===== src/rtl/fp_unpacker_pkg.sv =====
// Shared floating-point definitions: value classes and exponent bias helper.
package fp;

    typedef enum logic [2:0] {
        FP_ZERO    = 3'd0,
        FP_SUBNORM = 3'd1,
        FP_NORMAL  = 3'd2,
        FP_INF     = 3'd3,
        FP_QNAN    = 3'd4,
        FP_SNAN    = 3'd5
    } fp_class_t;

    // IEEE754 exponent bias for an nx-bit exponent field: 2**(nx-1) - 1.
    function automatic int unsigned EXP_OFFSET(input int unsigned nx);
        return (32'd1 << (nx - 1)) - 32'd1;
    endfunction

endpackage


===== src/rtl/fp_skid_buffer.sv =====
// Two-entry skid buffer with a registered input ready; keeps order under stalls.
module fp_skid_buffer #(
    parameter int unsigned W = 32
) (
    input  logic         CLK,
    input  logic         RST_N,
    input  logic         in_valid,
    output logic         in_ready,
    input  logic [W-1:0] in_data,
    output logic         out_valid,
    input  logic         out_ready,
    output logic [W-1:0] out_data
);

    logic         main_valid;
    logic [W-1:0] main_data;
    logic         spare_valid;
    logic [W-1:0] spare_data;
    logic         spare_next;
    logic         in_fire;
    logic         main_free;

    assign in_fire   = in_valid && in_ready;
    assign main_free = !main_valid || out_ready;
    assign out_valid = main_valid;
    assign out_data  = main_data;

    // Occupancy of the spare entry after this edge; ready mirrors its inverse.
    always_comb begin
        spare_next = spare_valid;
        if (main_free) begin
            spare_next = 1'b0;
        end else if (in_fire) begin
            spare_next = 1'b1;
        end
    end

    // Main entry refills from the spare first so words never overtake each other.
    always_ff @(posedge CLK or negedge RST_N) begin
        if (!RST_N) begin
            main_valid  <= 1'b0;
            main_data   <= '0;
            spare_valid <= 1'b0;
            spare_data  <= '0;
            in_ready    <= 1'b0;
        end else begin
            if (main_free) begin
                if (spare_valid) begin
                    main_valid <= 1'b1;
                    main_data  <= spare_data;
                end else begin
                    main_valid <= in_fire;
                    if (in_fire) begin
                        main_data <= in_data;
                    end
                end
            end else if (in_fire) begin
                spare_data <= in_data;
            end
            spare_valid <= spare_next;
            in_ready    <= !spare_next;
        end
    end

endmodule


===== src/rtl/fp_unpacker.sv =====
// Streaming IEEE754 decoder: skid buffer feeding a registered decode stage.
`ifndef IEEE754
`define IEEE754(nx, nm) struct packed { logic sign; logic [(nx)-1:0] exp; logic [(nm)-1:0] mant; }
`endif

module fp_unpacker
    import fp::*;
#(
    parameter int unsigned NX = 8,
    parameter int unsigned NM = 23
) (
    input  logic              CLK,
    input  logic              RST_N,
    input  logic              IN_VALID,
    output logic              IN_READY,
    input  logic [NX+NM:0]    IN_DATA,
    output logic              OUT_VALID,
    input  logic              OUT_READY,
    output logic              OUT_SIGN,
    output logic [NX:0]       OUT_EXP,
    output logic [NM:0]       OUT_MANT,
    output fp_class_t         OUT_CLASS,
    output logic [15:0]       NAN_COUNT,
    input  logic              NAN_CLR
);

    localparam int unsigned W = 1 + NX + NM;
    localparam logic [NX:0] BIAS        = (NX+1)'(EXP_OFFSET(NX));
    localparam logic [NX:0] EXP_MIN     = (NX+1)'(1) - BIAS;
    localparam logic [NX:0] EXP_SPECIAL = {2'b01, {(NX-1){1'b0}}};

    typedef `IEEE754(NX, NM) word_t;

    logic         sk_valid;
    logic         sk_ready;
    logic [W-1:0] sk_data;
    word_t        word;
    logic         dec_sign;
    logic [NX:0]  dec_exp;
    logic [NM:0]  dec_mant;
    fp_class_t    dec_class;
    logic         nan_fire;

    fp_skid_buffer #(.W(W)) u_skid (
        .CLK       (CLK),
        .RST_N     (RST_N),
        .in_valid  (IN_VALID),
        .in_ready  (IN_READY),
        .in_data   (IN_DATA),
        .out_valid (sk_valid),
        .out_ready (sk_ready),
        .out_data  (sk_data)
    );

    assign sk_ready = !OUT_VALID || OUT_READY;
    assign word     = word_t'(sk_data);

    // Classify the head word and derive unbiased exponent and hidden-bit mantissa.
    always_comb begin
        dec_sign  = word.sign;
        dec_mant  = {|word.exp, word.mant};
        dec_exp   = '0;
        dec_class = FP_ZERO;
        if (word.exp == '0) begin
            if (word.mant != '0) begin
                dec_class = FP_SUBNORM;
                dec_exp   = EXP_MIN;
            end
        end else if (&word.exp) begin
            dec_exp = EXP_SPECIAL;
            if (word.mant == '0) begin
                dec_class = FP_INF;
            end else if (word.mant[NM-1]) begin
                dec_class = FP_QNAN;
            end else begin
                dec_class = FP_SNAN;
            end
        end else begin
            dec_class = FP_NORMAL;
            dec_exp   = {1'b0, word.exp} - BIAS;
        end
    end

    // Output register: loads whenever it is empty or being drained this edge.
    always_ff @(posedge CLK or negedge RST_N) begin
        if (!RST_N) begin
            OUT_VALID <= 1'b0;
            OUT_SIGN  <= 1'b0;
            OUT_EXP   <= '0;
            OUT_MANT  <= '0;
            OUT_CLASS <= FP_ZERO;
        end else if (sk_ready) begin
            OUT_VALID <= sk_valid;
            if (sk_valid) begin
                OUT_SIGN  <= dec_sign;
                OUT_EXP   <= dec_exp;
                OUT_MANT  <= dec_mant;
                OUT_CLASS <= dec_class;
            end
        end
    end

    assign nan_fire = OUT_VALID && OUT_READY &&
                      (OUT_CLASS == FP_QNAN || OUT_CLASS == FP_SNAN);

    // Saturating count of NaN words delivered; clear wins over increment.
    always_ff @(posedge CLK or negedge RST_N) begin
        if (!RST_N) begin
            NAN_COUNT <= '0;
        end else if (NAN_CLR) begin
            NAN_COUNT <= '0;
        end else if (nan_fire && !(&NAN_COUNT)) begin
            NAN_COUNT <= NAN_COUNT + 16'd1;
        end
    end

endmodule

===== config.mk =====
export PLATFORM = sky130hd
export DESIGN_NAME = fp_unpacker
export DESIGN_NICKNAME = d
export VERILOG_FILES = /design/src/rtl/fp_unpacker_pkg.sv /design/src/rtl/fp_skid_buffer.sv /design/src/rtl/fp_unpacker.sv
export SDC_FILE = /design/constraint.sdc
export NUM_CORES = 1
export LEC_CHECK = 0
export BUFFER_PORTS_ARGS = -buffer_cell sky130_fd_sc_hd__buf_2
export CORE_ASPECT_RATIO = 0.5
export CORE_MARGIN = 4
export CORE_UTILIZATION = 49
export CTS_CLUSTER_SIZE = 20
export DETAILED_ROUTE_END_ITERATION = 6
export PLACE_DENSITY = 0.71
export SYNTH_ARGS = -nofsm -noshare
export SYNTH_HDL_FRONTEND = slang
export SYNTH_HIERARCHICAL = 1
export SYNTH_SLANG_ARGS = --single-unit

===== constraint.sdc =====
create_clock -name CLK -period 2.4 [get_ports CLK]
set_input_delay 0.12 -clock CLK [delete_from_list [all_inputs] [get_ports CLK]]
set_output_delay 0.12 -clock CLK [all_outputs]
set_load 0.01 [all_outputs]

==> results of run 1 <==
[logic make-up after synthesis]
group	after synthesis
buffers and inverters	29
DFF	121
adders and majority gates	3
xor gates and xnor gates	6
muxes	121
and+or+nand+nor	89
AOI/OAI and AO/OA	47
[per-stage QoR]
| step | worst slack, ns | instances |
|---|---|---|
| 6_report | 0.4133 | 710 |
| 5_1_grt | 0.1102 | 710 |
| 4_1_cts | 0.4095 | 710 |
| 3_5_place_dp | 0.4106 | 644 |
| 3_3_place_gp | 0.4958 | 644 |
| 2_1_floorplan | 0.5626 | 416 |
[worst paths after layout]
check,start,to,slack (ns),cells past startpoint
max reg2reg,NAN_COUNT[0]$_DFFE_PN0P_,NAN_COUNT[14]$_DFFE_PN0P_,0.41,5
min in group asynchronous,RST_N,u_skid/spare_data[17]$_DFFE_PN0P_,0.11,2
min,NAN_CLR,NAN_COUNT[0]$_DFFE_PN0P_,0.1,2
max in group asynchronous,RST_N,OUT_EXP[8]$_DFFE_PN0P_,1.60,3
max,NAN_COUNT[0]$_DFFE_PN0P_,NAN_COUNT[14]$_DFFE_PN0P_,0.41,5
min reg2reg,OUT_MANT[23]$_DFFE_PN0P_,OUT_MANT[23]$_DFFE_PN0P_,0.47,1
[sequential cells by signal (all words and copies together) (netlist names)]
signal / count
NAN_COUNT: 16
OUT_VALID: 1
u_skid/spare_data: 32
OUT_EXP: 9
u_skid/spare_valid: 1
OUT_SIGN: 1
u_skid/out_valid: 1
u_skid/out_data: 32
u_skid/in_ready: 1
OUT_CLASS: 3
OUT_MANT: 24
[cells in the final DEF (no fill, tap or decap), drive strengths merged, types with 4 or more instances in the layout]
cell type	n
dlygate4sd3	34
clkbuf	20
nor3	5
a21oi	13
inv	11
o21ai	12
o31ai	7
nor2b	4
mux2	120
nor4	6
nor2	10
or3	5
nand3	9
clkinvlp	5
a31oi	4
or4	7
dfrtp	121
nand4	9
nand2	22
buf	101
clkinv	4
[metal layers]
layer  up-vias  GRT usage (%)
li1       1807              -
met1      1865          26.23
met2        72          28.71
met3         4          5.821
met4         0          6.401
met5         -              0
[worst max-delay path, stage by stage, from the launching register on]
cell     delay, ns
dfrtp_1       0.42
ha_1          0.22
nand3_1       0.22
nor3_1        0.56
nand3_1       0.16
mux2_2        0.30
[final cells by class]
| class | count | share of cell area, % |
|---|---|---|
| Clock inverter | 12 | 2.054 |
| Timing Repair Buffer | 135 | 12.50 |
| Tap cell | 145 | 2.524 |
| Inverter | 11 | 0.5745 |
| Sequential cell | 121 | 42.13 |
| Clock buffer | 20 | 6.494 |
| Multi-Input combinational cell | 266 | 33.72 |
[what timing repair did]
item | CTS | global route
endpoints found under the setup margin | 0 | 0
resized for setup | 0 | 0
endpoints found under the hold margin | 154 | 0
hold buffers | 34 | 0
[power by group through the flow]
stage,clock network [W],logic (W),registers (W)
6_report,0.00262,0.00194,0.00327
5_1_grt,0.00278,0.00212,0.00337
4_1_cts,0.00267,0.00197,0.00327
3_5_place_dp,0,0.00193,0.00328
3_3_place_gp,0,0.00186,0.00326
2_1_floorplan,0,0.00122,0.00329
==> reports/summary.txt, run 1 <==
Top Layer Used: met4
Final setup TNS: 0 ns
CTS tree: done
Final Hold Slack: 0.09842 ns
Final wirelength: 11.82 mm
Die width: 159.9 um
# H-tree levels: 4
Largest net degree at the start of global routing: 82
Total number of vias: 3748
Core area: 11110 um2
Initial Util: 50.88%
Mux cell area share after synthesis: 26.66%
HP Class: input port to flip-flop
# Post-CTS Setup Buffers: 0
Max-cap check violation count: 0
Max Fanout on Critical Path: 8
Net Sw Power: 0.002211 W
Routed metal-1 wirelength: 5.735 mm
Layout Utilization: 64.66%
Via/cell ratio: 5.279
Sequential fraction of the synthesis area: 53.54%
Tcrit/Tclk final: 82.78%
Worst VDD drop: 0.0006218 V
Tot Pwr: 0.007830 W
Nets@finish: 592
Switch share: 28.24%
Seq cells post-synth: 121
# clock sinks: 121
Clk slew on worst S/H paths: 0.05 ns
Slew Viols, Final: 0
RSZ-0062 raised after global routing: no
Met3 WL: 529 um
Fin crit period: 1.987 ns
I/O pin cnt: 92
Pre-antenna DRT Iters: 4
Post-Synth Adder-Cell Area: 0.6637%
Mapped Cells: 416
ANT cells: 0
Yosys top cell by area: dfrtp_1
Post-route cell area: 7187 um2
Dpl cell area: 6232 um2
# DRC: 0
Comb pwr share: 24.8%
GP Congestion: 0.7819
Worst slew pin tran: 0.6033 ns
Met2 wire len: 5.497 mm
Clock root buffer: clkbuf_16
Worst setup path class: flip-flop to flip-flop
Antenna viol nets, final: 0
Netlist cell types: 54
Static Leak: 3.322 nW
Drt first-iter violations: 183
# setup viols final: 0
Status: finished, final reports clean
Vias in the first global route: 4021
Area of the multi-input gates: 2424 um2
Top cell type's share of synthesized area: 53.54%
Crit start category: flip-flop
First-pass GRT wire length: 20.37 mm
Grt total ovfl: 0
Maximum root-to-sink buffer count: 2
Post-Syn Area: 5655 um2
Slew HR: 59.47%
Fraction of layout cells with a size suffix above 1: 46.37%
Top cells by count, synth: dfrtp_1, mux2_2, mux2_4
YS warnings: 6
Synth top area cells: dfrtp_1, mux2_2, mux2_4
Post-Synth Simple-Gate Area: 9.159%
Pwr Density: 1089 nW/um2
Ys flop type: dfrtp_1
Num CTS Buffers: 17
XOR/XNOR Fraction of Synth Area: 0.9292%
Hold Vio Cnt, Final: 0
Worst Path Required: 2.70 ns
# fillers: 847
Power share of the sequential group: 41.7%
Fmax: 0.5033 GHz
Worst Path Arrival: 2.29 ns
Die height: 83.97 um
Dpl hpwl: 7.902 mm
Area Growth Syn to Fin: 27.08%
Setup Skew: 0.01621 ns
Internal power: 0.005619 W
DIE AREA: 13430 um2
Post-synth EDFFs: 0
Clock latency on the worst-skew pair: 0.42 ns
Clock power frac: 33.5%
All-layer global routing usage: 19.02%
Worst setup EP type: flip-flop
Initial antenna violation count: 0
Syn Area/Cell: 13.59 um2
IO buf count: 91
Reg area: 3028 um2
Largest family of logic cells by synthesized area: multiplexers
Synth Net Count: 456
Rows: 27
Synth Area in Compound Gates: 5.398%
Wirelength per Cell: 16.65 um
Top-count cell post-synth: dfrtp_1
Share of synthesized registers carrying an async set or reset: 100.0%
Power figures use the tool's default switching activity.
==> run 2, diff against run 1 <==
PLACE_DENSITY = 0.74   (was 0.71)
clock period = 1.7 ns   (was 2.4 ns; I/O delays follow)
==> reports/summary.txt, run 2 (same netlist as run 1, synthesis figures left out) <==
# H-tree levels: 4 (unchanged)
Layout Utilization: 67.83% (+3.2 points)
Worst setup EP type: flip-flop
IO buf count: 91 (unchanged)
Max Fanout on Critical Path: 8 (unchanged)
Status: finished, final reports clean
Slew HR: 60.48% (+1.0 points)
Slew Viols, Final: 0 (unchanged)
Non-Filler Instances: 738 (+3.9%)
Fraction of layout cells with a size suffix above 1: 52.61% (+6.2 points)
HP Class: input port to flip-flop
Total number of vias: 3898 (+4.0%)
Core area: 11110 um2 (unchanged)
Net Sw Power: 0.003116 W (+41%)
Worst Path Buf+Inv: 0 (unchanged)
Hold Vio Cnt, Final: 0 (unchanged)
R2r startpoint: NAN_COUNT[0]$_DFFE_PN0P_
Wirelength per Cell: 16.60 um (-0.30%)
Static Leak: 3.479 nW (+4.7%)
# setup viols final: 0 (unchanged)
Most frequent cells in the layout: dfrtp_1, buf_2, mux2_2, mux2_4, dlygate4sd3_1
Area Growth Syn to Fin: 33.30%
DP Cell Count: 669 (+3.9%)
Initial antenna violation count: 0 (unchanged)
Drt first-iter violations: 162 (-11%)
Worst setup path class: flip-flop to flip-flop
Clock power frac: 31.1% (-2.4 points)
Tcrit/Tclk final: 99.07% (+16 points)
Worst Reg-to-Reg Cells: 4 (-1)
Power share of the sequential group: 41.4% (-0.3 points)
GP Congestion: 0.8060 (+3.1%)
I/O pin cnt: 92 (unchanged)
Crit start category: flip-flop
Commonest non-fill, non-tap cell in the layout: dfrtp_1
Dpl hpwl: 8.184 mm (+3.6%)
Worst setup endpoint: NAN_COUNT[15]$_DFFE_PN0P_
Worst VDD drop: 0.0007620 V (+23%)
# clock sinks: 121 (unchanged)
Num CTS Buffers: 17 (unchanged)
Antenna viol nets, final: 0 (unchanged)
All-layer global routing usage: 18.89% (-0.13 points)
Setup Skew: 0.007558 ns (-0.008654 ns)
First-pass GRT wire length: 20.60 mm (+1.1%)
Maximum root-to-sink buffer count: 2 (unchanged)
Pre-antenna DRT Iters: 4 (unchanged)
Worst setup startpoint: NAN_COUNT[0]$_DFFE_PN0P_
# DRC: 0 (unchanged)
Post-route cell area: 7538 um2 (+4.9%)
Die height: 83.97 um (unchanged)
RSZ-0062 raised after global routing: yes
Max stage delay on crit path: 0.49 ns (-0.07 ns)
# fillers: 806 (-4.8%)
Worst Path Arrival: 2.01 ns (-0.28 ns)
Clk slew on worst S/H paths: 0.05 ns (about the same)
Slowest cell on the critical path: or4_4
Internal power: 0.007879 W (+40%)
DIE AREA: 13430 um2 (unchanged)
Rows: 27 (unchanged)
Max-cap check violation count: 0 (unchanged)
FF-to-FF setup slack: 0.02 ns (-0.40 ns)
Grt total ovfl: 0 (unchanged)
Fin crit period: 1.684 ns (-0.3026 ns)
Die width: 159.9 um (unchanged)
CP top delay family: simple AND/OR/NAND/NOR gates
Clock latency on the worst-skew pair: 0.40 ns (-0.02 ns)
Pwr Density: 1458 nW/um2 (+34%)
ANT cells: 0 (unchanged)
R2r endpoint: NAN_COUNT[15]$_DFFE_PN0P_
CP cell instances: nand4_1 > or3_4 > or4_4 > a21oi_2
Largest net degree at the start of global routing: 59 (-28%)
Dpl cell area: 6500 um2 (+4.3%)
Switch share: 28.34% (+0.098 points)
Worst slew pin tran: 0.5883 ns (-0.01495 ns)
WP depth: 4 (-1)
Comb pwr share: 27.5% (+2.7 points)
Nets@finish: 622 (+5.1%)
Vias in the first global route: 4091 (+1.7%)
CTS tree: done
Via/cell ratio: 5.282 (about the same)
Initial Util: 50.88% (unchanged)
Fmax: 0.5938 GHz (+18%)
Final wirelength: 12.25 mm (+3.6%)
Worst Path Required: 2.03 ns (-0.67 ns)
Clock root buffer: clkbuf_16
[run 2: cell types whose count changed in the layout (fill, tap and decap cells not counted), sizes merged]
cell      previous run  this run
buf                101       131
clkinvlp             5         2
bufinv               3         2
clkbuf              20        21
clkinv               4         5
[run 2: repair_timing]
item	4_1_cts	5_1_grt
pin swaps	3	8
setup endpoints to repair	11	98
gates resized for setup	4	22
endpoints found under the hold margin	92	0
setup buffers	1	3
gates cloned	0	1
hold buffers	34	0
[run 2: how the worst min path moves through the flow]
stage / from / depth (start not counted) / endpoint
3_3_place_gp: RST_N / 1 / OUT_MANT[15]$_DFFE_PN0P_
6_report: NAN_CLR / 2 / NAN_COUNT[7]$_DFFE_PN0P_
5_1_grt: NAN_CLR / 2 / NAN_COUNT[6]$_DFFE_PN0P_
3_5_place_dp: RST_N / 1 / OUT_MANT[15]$_DFFE_PN0P_
2_1_floorplan: RST_N / 0 / NAN_COUNT[0]$_DFFE_PN0P_
4_1_cts: NAN_CLR / 2 / NAN_COUNT[0]$_DFFE_PN0P_
[run 2: power groups by stage]
stage | registers [W] | clock network, W | logic, W
after floorplan | 0.00464 | 0 | 0.00173
after global placement | 0.00451 | 0 | 0.00284
after detailed placement | 0.00455 | 0 | 0.00292
after CTS | 0.00453 | 0.00347 | 0.00301
after global routing | 0.00469 | 0.00365 | 0.00328
final | 0.00455 | 0.00342 | 0.00302
[run 2: area by class of cell]
class	instances	area [um2]	share of cell area, %
Clock inverter	9	100.1	1.328
Multi-Input combinational cell	266	2534	33.61
Tap cell	145	181.4	2.407
Clock buffer	21	460.4	6.108
Sequential cell	121	3038	40.30
Inverter	11	41.29	0.5477
Timing Repair Buffer	165	1184	15.70
[run 2: through the flow]
step	hold WS [ns]	setup TNS (ns)	setup WS (ns)	total power (W)
3_3_place_gp	0.05207	-0.1299	-0.05281	0.007354
3_5_place_dp	0.05245	-0.4889	-0.09163	0.007475
5_1_grt	0.1035	-0.1132	-0.04271	0.01162
2_1_floorplan	-0.2106	-0.1329	-0.02718	0.006372
4_1_cts	0.06016	0	0.007840	0.01101
6_report	0.08551	0	0.01585	0.01099
[run 2: routing by layer]
| metal | up-vias | global-route usage, % | part of all wire, % |
|---|---|---|---|
| li1 | 1868 | - | - |
| met1 | 1953 | 25.57 | 47 |
| met2 | 68 | 30.71 | 48 |
| met3 | 9 | 4.637 | 3.5 |
| met4 | 0 | 4.996 | 0.73 |
| met5 | - | 0 | 0 |
==> run 3, diff against run 2 <==
SYNTH_HIERARCHICAL = default   (was 1)
==> reports/summary.txt, run 3 <==
Status: finished, violations left
Violated checks: negative setup slack
Maximum root-to-sink buffer count: 2 (unchanged)
Worst VDD drop: 0.0008472 V (+11%)
Total number of vias: 4417 (+13%)
Dpl hpwl: 8.408 mm (+2.7%)
Share of synthesized registers carrying an async set or reset: 100.0% (unchanged)
Clock latency on the worst-skew pair: 0.41 ns (about the same)
Synth top area cells: dfrtp_1, nand2_1, mux2_2
Clk slew on worst S/H paths: 0.05 ns (about the same)
IO buf count: 91 (unchanged)
Post-route worst setup slack: -0.1597 ns (-0.1755 ns)
CTS tree: done
Pre-antenna DRT Iters: 4 (unchanged)
I/O pin cnt: 92 (unchanged)
Commonest non-fill, non-tap cell in the layout: nand2_1
Mapped Cells: 498 (+20%)
Layout Utilization: 72.04% (+4.2 points)
R2r startpoint: NAN_COUNT[6]$_DFFE_PN0P_
All-layer global routing usage: 21.61% (+2.7 points)
Worst Path Arrival: 2.19 ns (+0.18 ns)
Post-Syn Area: 5286 um2 (-6.5%)
R2r endpoint: NAN_COUNT[12]$_DFFE_PN0P_
YS warnings: 0 (-6)
Static Leak: 3.473 nW (-0.16%)
Initial antenna violation count: 0 (unchanged)
Fmax: 0.5377 GHz (-9.4%)
Crit start category: flip-flop
Pwr Density: 1386 nW/um2 (-5.0%)
Reg area: 3033 um2 (-0.16%)
Top-count cell post-synth: nand2_1
Hold path endpoint: OUT_VALID$_DFFE_PN0P_
Grt total ovfl: 0 (unchanged)
# fillers: 753 (-6.6%)
Antenna viol nets, final: 0 (unchanged)
Most frequent cells in the layout: nand2_1, dfrtp_1, buf_2, buf_4, o21ai_0
Sequential fraction of the synthesis area: 57.28% (+3.7 points)
Dpl cell area: 6261 um2 (-3.7%)
Post-route cell area: 7476 um2 (-0.83%)
Slew Viols, Final: 0 (unchanged)
Rows: 26 (-3.7%)
Hold path start: OUT_READY
# H-tree levels: 4 (unchanged)
Tot Pwr: 0.01036 W (-5.8%)
Max Fanout on Critical Path: 8 (unchanged)
FF-to-FF setup slack: -0.16 ns (-0.18 ns)
Final wirelength: 13.50 mm (+10%)
Top cells by count, synth: nand2_1, dfrtp_1, o21ai_0
ANT cells: 0 (unchanged)
Max-cap check violation count: 0 (unchanged)
# DRC: 0 (unchanged)
Initial Util: 50.94% (+0.057 points)
HP Class: input port to flip-flop
# setup viols final: 13 (+13)
Clock root buffer: clkbuf_16
Via/cell ratio: 5.328 (+0.88%)
Area of the multi-input gates: 2321 um2 (-8.4%)
Worst setup path class: flip-flop to flip-flop
Area Growth Syn to Fin: 41.42%
Largest net degree at the start of global routing: 48 (-19%)
Tcrit/Tclk final: 109.4% (+10 points)
Wirelength per Cell: 16.28 um (-1.9%)
Ys flop type: dfrtp_1
Netlist cell types: 43 (-20%)
Syn Area/Cell: 10.62 um2 (-22%)
Nets@finish: 716 (+15%)
Worst Reg-to-Reg Cells: 5 (+1)
Setup Skew: 0.005856 ns (-0.001702 ns)
Drt first-iter violations: 196 (+21%)
Die height: 81.45 um (-3.0%)
Hold depth: 3 (+1)
Worst Path Required: 2.03 ns (about the same)
Hold Vio Cnt, Final: 0 (unchanged)
Top cell type's share of synthesized area: 57.28% (+3.7 points)
Die width: 154.9 um (-3.2%)
Num CTS Buffers: 17 (unchanged)
First-pass GRT wire length: 21.26 mm (+3.2%)
GP Congestion: 0.8292 (+2.9%)
DP Worst Slack: -0.1279 ns (-0.03624 ns)
Seq cells post-synth: 121 (unchanged)
Fraction of layout cells with a size suffix above 1: 36.72% (-16 points)
Fin crit period: 1.860 ns (+0.1755 ns)
Final Hold Slack: 0.07884 ns (-0.006665 ns)
Slew HR: 68.77% (+8.3 points)
Synth Net Count: 538 (+18%)
Post-synth EDFFs: 0 (unchanged)
Core area: 10380 um2 (-6.6%)
Worst slew pin tran: 0.4684 ns (-0.1199 ns)
Vias in the first global route: 4285 (+4.7%)
Worst setup EP type: flip-flop
RSZ-0062 raised after global routing: yes
DIE AREA: 12620 um2 (-6.1%)
# clock sinks: 121 (unchanged)
Yosys top cell by area: dfrtp_1
==> run 3: cell types whose count changed after synthesis, sizes merged, moves of 4 or more <==
cell	previous run	this run
nand2	22	125
mux2	120	33
o21ai	12	44
mux2i	1	32
clkbuf	3	21
buf	14	4
inv	11	7
==> run 3: area by class of cell <==
class                           count  area share, %
Timing Repair Buffer              184          17.92
Sequential cell                   121          40.57
Clock inverter                     13          1.707
Multi-Input combinational cell    345          31.05
Tap cell                          140          2.343
Clock buffer                       19          6.059
Inverter                            7         0.3515
==> run 3: metal layers <==
metal | up-vias | part of all wire (%) | track usage (%) | routed length (um)
li1 | 2115 | - | - | -
met1 | 2165 | 46 | 29.03 | 6205
met2 | 116 | 48 | 35.02 | 6420
met3 | 21 | 5.1 | 5.579 | 693
met4 | 0 | 1.3 | 6.960 | 176
met5 | - | 0 | 0 | 0
==> run 3: what timing repair did <==
| action | 4_1_cts | 5_1_grt |
|---|---|---|
| endpoints found under the hold margin | 88 | 0 |
| setup buffers | 5 | 13 |
| pin swaps | 13 | 23 |
| endpoints found under the setup margin | 19 | 28 |
| hold buffers | 34 | 0 |
| gates resized for setup | 8 | 28 |
==> run 3: cell families (layout without fill, tap and decap cells) <==
group           count (synthesis)  count (layout)  synth area share (%)
flops                         121             121                 57.28
mux                            65              65                 13.09
xor+xnor                        5               5                0.8286
simple gates                  193             193                 17.30
fa+ha+maj                       3               3                0.7101
buf+inv                        32             223                 2.296
compound gates                 79              79                 8.497
==> run 3: stage by stage <==
step                instances  setup TNS (ns)
global placement          745         -0.3669
finish                    829         -0.8430
global route              829          -2.290
CTS                       816         -0.2428
detailed placement        745          -1.248
floorplan                 498          -1.385
==> run 3: where the power goes <==
group / total, W / leakage [nW] / internal [W] / switching [W]
Combinational: 0.00249 / 1.70 / 0.00119 / 0.00130
Sequential: 0.00438 / 1.50 / 0.00381 / 0.000575
Clock: 0.00349 / 0.276 / 0.00221 / 0.00128
Total: 0.0104 / 3.47 / 0.00721 / 0.00315
==> run 3: worst max path at each step <==
stage / startpoint / to / slack [ns] / cells after the start
finish: NAN_COUNT[6]$_DFFE_PN0P_ / NAN_COUNT[12]$_DFFE_PN0P_ / -0.16 / 5
global route: OUT_CLASS[1]$_DFFE_PN0P_ / NAN_COUNT[12]$_DFFE_PN0P_ / -0.19 / 5
CTS: u_skid.out_data[23]$_DFFE_PN0P_ / OUT_CLASS[1]$_DFFE_PN0P_ / -0.06 / 7
detailed placement: u_skid.out_data[23]$_DFFE_PN0P_ / OUT_CLASS[1]$_DFFE_PN0P_ / -0.13 / 7
global placement: NAN_COUNT[0]$_DFFE_PN0P_ / NAN_COUNT[15]$_DFFE_PN0P_ / -0.07 / 4
floorplan: OUT_CLASS[1]$_DFFE_PN0P_ / NAN_COUNT[15]$_DFFE_PN0P_ / -0.18 / 5
==> run 3: worst max-delay path: stages, from the launching register on <==
cell and delay, ns:
dfrtp_1 0.34, nand4_1 0.17, buf_4 0.20, or3_4 0.45
or4_1 0.45, a21oi_1 0.16
